--- config.mk ---
export PLATFORM = sky130hd
export DESIGN_NAME = bcd_alu_host
export DESIGN_NICKNAME = d
export VERILOG_FILES = /design/src/rtl/bcd_host_pkg.sv /design/src/rtl/bcd_rsp_hunter.sv /design/src/rtl/bcd_alu_host.sv
export SDC_FILE = /design/constraint.sdc
export NUM_CORES = 1
export LEC_CHECK = 0
export CORE_MARGIN = 2
export CORE_UTILIZATION = 45
export CTS_CLUSTER_DIAMETER = 60
export DETAILED_ROUTE_END_ITERATION = 10
export PLACE_DENSITY = 0.67
export SYNTH_ARGS = -nofsm -noshare
export SYNTH_HDL_FRONTEND = slang
export SYNTH_SLANG_ARGS = --single-unit
--- constraint.sdc ---
create_clock -name clk -period 2.3 [get_ports clk]
set_clock_uncertainty 0.15 [all_clocks]
set_input_delay 0.575 -clock clk [delete_from_list [all_inputs] [get_ports clk]]
set_output_delay 0.575 -clock clk [all_outputs]
set_load 0.01 [all_outputs]
--- src/rtl/bcd_host_pkg.sv ---
// Shared definitions for the serial BCD ALU host endpoint: frame widths, header
// defaults, FSM state encoding and the BCD digit validity helper.
package bcd_host_pkg;

  localparam logic [7:0] HDR_REQ_DEFAULT = 8'hA5;
  localparam logic [7:0] HDR_RSP_DEFAULT = 8'h96;

  localparam int HDR_W = 8;
  localparam int REQ_W = 41;
  localparam int RSP_W = 28;
  localparam int RES_W = 20;

  typedef enum logic [1:0] {
    IDLE = 2'd0,
    SEND = 2'd1,
    WAIT = 2'd2
  } state_t;

  function automatic logic bcd_digit_ok(input logic [3:0] d);
    return (d <= 4'd9);
  endfunction

endpackage

--- src/rtl/bcd_rsp_hunter.sv ---
// Response hunter: shifts ser_in into a 28-bit window and flags a header match on
// the value the register is about to take, so the result is usable the same edge.
module bcd_rsp_hunter
  import bcd_host_pkg::*;
#(
  parameter logic [7:0] HDR_RSP = HDR_RSP_DEFAULT
) (
  input  logic             clk,
  input  logic             reset_n,
  input  logic             i_clear,
  input  logic             i_shift,
  input  logic             i_ser_in,
  output logic             o_match,
  output logic [RES_W-1:0] o_result
);

  logic [RSP_W-1:0] r_hunt;
  logic [RSP_W-1:0] w_hunt_next;

  assign w_hunt_next = {r_hunt[RSP_W-2:0], i_ser_in};

  always_ff @(posedge clk or negedge reset_n) begin
    if (!reset_n) begin
      r_hunt <= '0;
    end else if (i_clear) begin
      r_hunt <= '0;
    end else if (i_shift) begin
      r_hunt <= w_hunt_next;
    end
  end

  // Zero-filled window: the header's leading 1 can only reach the top after a full 28 bits.
  assign o_match  = i_shift && (w_hunt_next[RSP_W-1 -: HDR_W] == HDR_RSP);
  assign o_result = w_hunt_next[RES_W-1:0];

endmodule

--- src/rtl/bcd_alu_host.sv ---
// Host endpoint for the serial BCD ALU link: sends one 41-bit request frame MSB
// first, then hunts for the 28-bit response. Optional operand check: BCD_CHECK_EN.
module bcd_alu_host
  import bcd_host_pkg::*;
#(
  parameter int          TIMEOUT_CYCLES = 256,
  parameter logic [7:0]  HDR_REQ        = HDR_REQ_DEFAULT,
  parameter logic [7:0]  HDR_RSP        = HDR_RSP_DEFAULT
) (
  input  logic             clk,
  input  logic             reset_n,
  input  logic             req_valid,
  output logic             req_ready,
  input  logic             req_op,
  input  logic [15:0]      req_a,
  input  logic [15:0]      req_b,
  output logic             ser_out,
  input  logic             ser_in,
  output logic             rsp_valid,
  output logic [RES_W-1:0] rsp_result,
  output logic             rsp_timeout,
  output logic             req_err,
  output logic             busy
);

  localparam int             WCW        = $clog2(TIMEOUT_CYCLES + 1);
  localparam logic [WCW-1:0] WAIT_LIMIT = WCW'(TIMEOUT_CYCLES);
  localparam logic [5:0]     BIT_LAST   = 6'(REQ_W - 1);

  state_t             r_state,       w_state_next;
  logic [REQ_W-1:0]   r_frame,       w_frame_next;
  logic [5:0]         r_bit_cnt,     w_bit_cnt_next;
  logic [WCW-1:0]     r_wait_cnt,    w_wait_cnt_next;
  logic               r_ser_out,     w_ser_out_next;
  logic               r_rsp_valid,   w_rsp_valid_next;
  logic               r_rsp_timeout, w_rsp_timeout_next;
  logic               r_req_err,     w_req_err_next;
  logic [RES_W-1:0]   r_rsp_result,  w_rsp_result_next;

  logic               w_accept;
  logic               w_bcd_bad;
  logic [REQ_W-1:0]   w_req_frame;
  logic               w_match;
  logic [RES_W-1:0]   w_hunt_result;

  assign req_ready   = (r_state == IDLE) && !r_req_err;
  assign busy        = (r_state == SEND) || (r_state == WAIT);
  assign w_accept    = req_valid && req_ready;
  assign w_req_frame = {HDR_REQ, req_op, req_a, req_b};

`ifdef BCD_CHECK_EN
  logic [7:0] w_nib_ok;
  genvar gi;
  for (gi = 0; gi < 4; gi++) begin : g_nib
    assign w_nib_ok[gi]     = bcd_digit_ok(req_a[4*gi +: 4]);
    assign w_nib_ok[gi + 4] = bcd_digit_ok(req_b[4*gi +: 4]);
  end
  assign w_bcd_bad = ~&w_nib_ok;
`else
  assign w_bcd_bad = 1'b0;
`endif

  bcd_rsp_hunter #(
    .HDR_RSP (HDR_RSP)
  ) u_hunter (
    .clk      (clk),
    .reset_n  (reset_n),
    .i_clear  (r_state != WAIT),
    .i_shift  (r_state == WAIT),
    .i_ser_in (ser_in),
    .o_match  (w_match),
    .o_result (w_hunt_result)
  );

  always_ff @(posedge clk or negedge reset_n) begin
    if (!reset_n) begin
      r_state       <= IDLE;
      r_frame       <= '0;
      r_bit_cnt     <= '0;
      r_wait_cnt    <= '0;
      r_ser_out     <= 1'b0;
      r_rsp_valid   <= 1'b0;
      r_rsp_timeout <= 1'b0;
      r_req_err     <= 1'b0;
      r_rsp_result  <= '0;
    end else begin
      r_state       <= w_state_next;
      r_frame       <= w_frame_next;
      r_bit_cnt     <= w_bit_cnt_next;
      r_wait_cnt    <= w_wait_cnt_next;
      r_ser_out     <= w_ser_out_next;
      r_rsp_valid   <= w_rsp_valid_next;
      r_rsp_timeout <= w_rsp_timeout_next;
      r_req_err     <= w_req_err_next;
      r_rsp_result  <= w_rsp_result_next;
    end
  end

  always_comb begin
    w_state_next       = r_state;
    w_frame_next       = r_frame;
    w_bit_cnt_next     = r_bit_cnt;
    w_wait_cnt_next    = r_wait_cnt;
    w_ser_out_next     = 1'b0;
    w_rsp_valid_next   = 1'b0;
    w_rsp_timeout_next = 1'b0;
    w_req_err_next     = 1'b0;
    w_rsp_result_next  = r_rsp_result;

    case (r_state)
      IDLE: begin
        if (w_accept) begin
          if (w_bcd_bad) begin
            w_req_err_next = 1'b1;
          end else begin
            // Bit 40 goes straight out so the line is driven the cycle after accept.
            w_frame_next   = w_req_frame;
            w_bit_cnt_next = '0;
            w_ser_out_next = w_req_frame[REQ_W-1];
            w_state_next   = SEND;
          end
        end
      end

      SEND: begin
        if (r_bit_cnt == BIT_LAST) begin
          w_wait_cnt_next = '0;
          w_state_next    = WAIT;
        end else begin
          w_ser_out_next = r_frame[REQ_W-2];
          w_frame_next   = {r_frame[REQ_W-2:0], 1'b0};
          w_bit_cnt_next = r_bit_cnt + 6'd1;
        end
      end

      WAIT: begin
        w_wait_cnt_next = r_wait_cnt + WCW'(1);
        if (w_match) begin
          w_rsp_result_next = w_hunt_result;
          w_rsp_valid_next  = 1'b1;
          w_state_next      = IDLE;
        end else if (w_wait_cnt_next == WAIT_LIMIT) begin
          w_rsp_timeout_next = 1'b1;
          w_state_next       = IDLE;
        end
      end

      default: begin
        w_state_next = IDLE;
      end
    endcase
  end

  assign ser_out     = r_ser_out;
  assign rsp_valid   = r_rsp_valid;
  assign rsp_timeout = r_rsp_timeout;
  assign rsp_result  = r_rsp_result;
  assign req_err     = r_req_err;

endmodule

==> flow_summary.yaml <==
placed_design:
  gp_congestion: 0.810
  numPortBuffers: 61
  hpwl_um: 6290
  post-place-ws_ps: 32.3
floorplan:
  die_y_um: 106
  floorplan.rows: 37
  initial_core_util: 0.459
  die-width_um: 106
  io_pins: 63
  die_area_um2: 11200
  coreArea_um2: 10200
synth:
  synth_edf_count: 0
  synth_top_area_cell: "dfrtp_1"
  ys_seq_area_frac: 0.573
  netlist_area_um2: 4670
  synth_top_area_share: 0.573
  synthArstFlopShare: 1.00
  synth_area_leaders: "dfrtp_1, nand2_1, mux2i_1, o21ai_0, and2_1"
  synthDistinctLibCells: 47
  ys_ff_latch: 107
  syn_area_per_cell_um2: 10.5
  syn_inst: 445
  synth-main-ff-cell: "dfrtp_1"
  yosys_warnings: 0
  syn_nets: 489
cells_and_area:
  layout_commonest_cell: "nand2_1"
  fillCellCount: 932
  num_antenna_cells: 0
  nNetsFinal: 553
  final_cell_mix: "nand2_1, dfrtp_1, clkdlybuf4s50_1, o21ai_0, mux2i_1"
  area_delta_synth_final_pct: 21.8
  drive_above_1_share: 0.0798
clock_tree:
  clock-sinks: 107
  cts_made_buffers: 9
  cts_buffer_depth: 2
  clk_transition_reported_paths_ps: 110
  h-tree-depth: 3
  cts_tree: "done"
  worstSkewPairLatency_ps: 360
  cts_root_buf: "clkbuf_8"
grt:
  antenna_found_initial: 0
  grt_max_degree: 65
  overflow: 0
  grt_pass1_wl_um: 15800
  grt_pass1_vias: 3400
  grtUsageTotal: 0.175
timing:
  timing.final.ws_setup_ps: 138
  slew_headroom: 0.552
  max_freq_mhz: 463
  finalCritPeriodShare: 0.940
  hold_violations: 0
  min_period_ps: 2160
  rsz0062_at_grt: "false"
  drv_slew: 0
  tns_ps: 0
  worstMarginPinSlew_ps: 668
  setup_viol: 0
critical_path:
  critPathBufInv: 0
  crit_chain: "ha_1, nand2_1, o21ai_0, nand3_1, or4b_1, nand3_1"
  cp_slowest_cell: "or4b_1"
  r2r_cells: 6
  cp_top_family: "simple AND/OR/NAND/NOR gates"
  worstPathArrival_ps: 2310
  cpMostUsedCell: "nand3_1"
  reg2reg_to: "r_state[1]$_DFFE_PN0P_"
  startpoint: "r_wait_cnt[0]$_DFFE_PN0P_"
  path_max_fanout: 6
  regToRegStartpoint: "r_wait_cnt[0]$_DFFE_PN0P_"
  reg2reg_setup_slack_ps: 140
  cp-end-kind: "flip-flop"
  cp_data_required_time_ps: 2450
  cpPeakStageDelay_ps: 550
  worstSetupStartpointType: "flip-flop"
  worstSetupPathDepth: 6
  critical_path_class: "flip-flop to flip-flop"
outcome:
  status: "complete, no violations"
hold_path:
  whs_endpoint: "rsp_result[14]$_DFFE_PN0P_"
  holdPathStages: 2
  holdCritStartpoint: "u_hunter.r_hunt[13]$_DFF_PN0_"
  hp-class: "flip-flop to flip-flop"
routing:
  via_per_inst: 5.12
  routed_wl_um: 9110
  drc: 0
  avgRoutedWirePerCell_um: 14.0
  wl_met2_um: 4380
  dr.first_iter.drc_count: 148
  ant_nets: 0
  first_pass_iters: 4
  top_layer_used: "met4"
  met1_length_um: 4340
  vias: 3326
  route.met3.wl_um: 259
power:
  ir_drop_mv: 0.510
  powerDensity_nw_per_um2: 1040
  p_leak_uw: 0.00266
  p_total_uw: 5930
flow_run:
  maxCapViolations: 0
==> worst register-to-register path: cells and delay by family, from the launching register on <==
family	cells	cell delay (ps)
AOI/OAI and AO/OA	1	210
adders and majority gates	1	290
DFF	1	460
and+or+nand+nor	4	990
==> cell families (layout without fill, tap and decap cells) <==
kind of cell | count (synthesis) | after routing | synth area share
compound gates | 75 | 75 | 0.104
fa+ha+maj | 7 | 7 | 0.0187
other cells | 1 | 1 | 0.000802
mux | 35 | 35 | 0.0750
simple gates | 182 | 182 | 0.183
buf+inv | 32 | 101 | 0.0345
flops | 107 | 107 | 0.573
xor+xnor | 6 | 6 | 0.0112
==> timing repair <==
| item | in CTS | in global routing |
|---|---|---|
| endpoints found under the setup margin | 2 | 1 |
| setup buffers | 2 | 0 |
| hold endpoints to repair | 2 | 0 |
| hold buffers | 1 | 0 |
| cloned | 0 | 0 |
| resized for setup | 1 | 1 |
==> Yosys cell counts (2+ instances only) <==
cell and count:
nand2_1 109, dfrtp_1 107, o21ai_0 46, mux2i_1 35, and2_1 31, nor2_1 12, buf_2 10, inv_1 9
clkbuf_1 7, ha_1 7, a22o_1 6, a21oi_1 5, nand3_1 5, and3_1 4, or3_1 4, xor2_1 4
buf_6 3, o2111ai_1 3, o22a_1 3, a222oi_1 2, clkbuf_2 2, nand4_1 2, nor2b_1 2, nor4_1 2
o211ai_1 2, xnor2_1 2
==> cell type report <==
cell class                 instances  area [um2]  area share
sequential                       107        2680       0.470
clock inverter                     7        75.1      0.0132
clock buffer                       9         124      0.0218
multi-input combinational        306        1840       0.323
inverter                           9        33.8     0.00594
tap                              136         170      0.0299
timing repair buffer              76         774       0.136
==> flip-flops by register name, summed over array words and instances, names as in the netlist <==
| signal | count |
|---|---|
| r_frame | 40 |
| u_hunter.r_hunt | 27 |
| rsp_result | 20 |
| r_wait_cnt | 9 |
| r_bit_cnt | 6 |
| r_state | 2 |
| rsp_timeout | 1 |
| rsp_valid | 1 |
| ser_out | 1 |
==> where the power goes <==
group / internal, uW / leakage [uW] / switching [uW]
Sequential: 2310 / 0.00142 / 248
Combinational: 961 / 0.00114 / 1240
Clock: 512 / 0.000104 / 660
==> metal layers <==
layer  up-vias  track usage
li1       1622            -
met1      1639        0.245
met2        56        0.279
met3         9       0.0258
met4         0       0.0667
met5         -            0
==> how the worst max path moves through the flow <==
stage | end | slack [ps]
after floorplan | r_state[1]$_DFFE_PN0P_ | 380
after global placement | r_state[1]$_DFFE_PN0P_ | 60
after detailed placement | r_state[1]$_DFFE_PN0P_ | 30
after CTS | req_ready | 0.4
after global routing | r_state[1]$_DFFE_PN0P_ | 10
final | r_state[1]$_DFFE_PN0P_ | 140
==> per-stage QoR <==
step	hold slack [ps]	std cells	util	cell area (um2)
finish	319	650	0.559	5690
global route	343	650	0.559	5690
CTS	326	650	0.559	5690
detailed placement	238	631	0.537	5470
global placement	242	631	0.537	5470
floorplan	129	445	-	4670
Power figures use the tool's default switching activity.
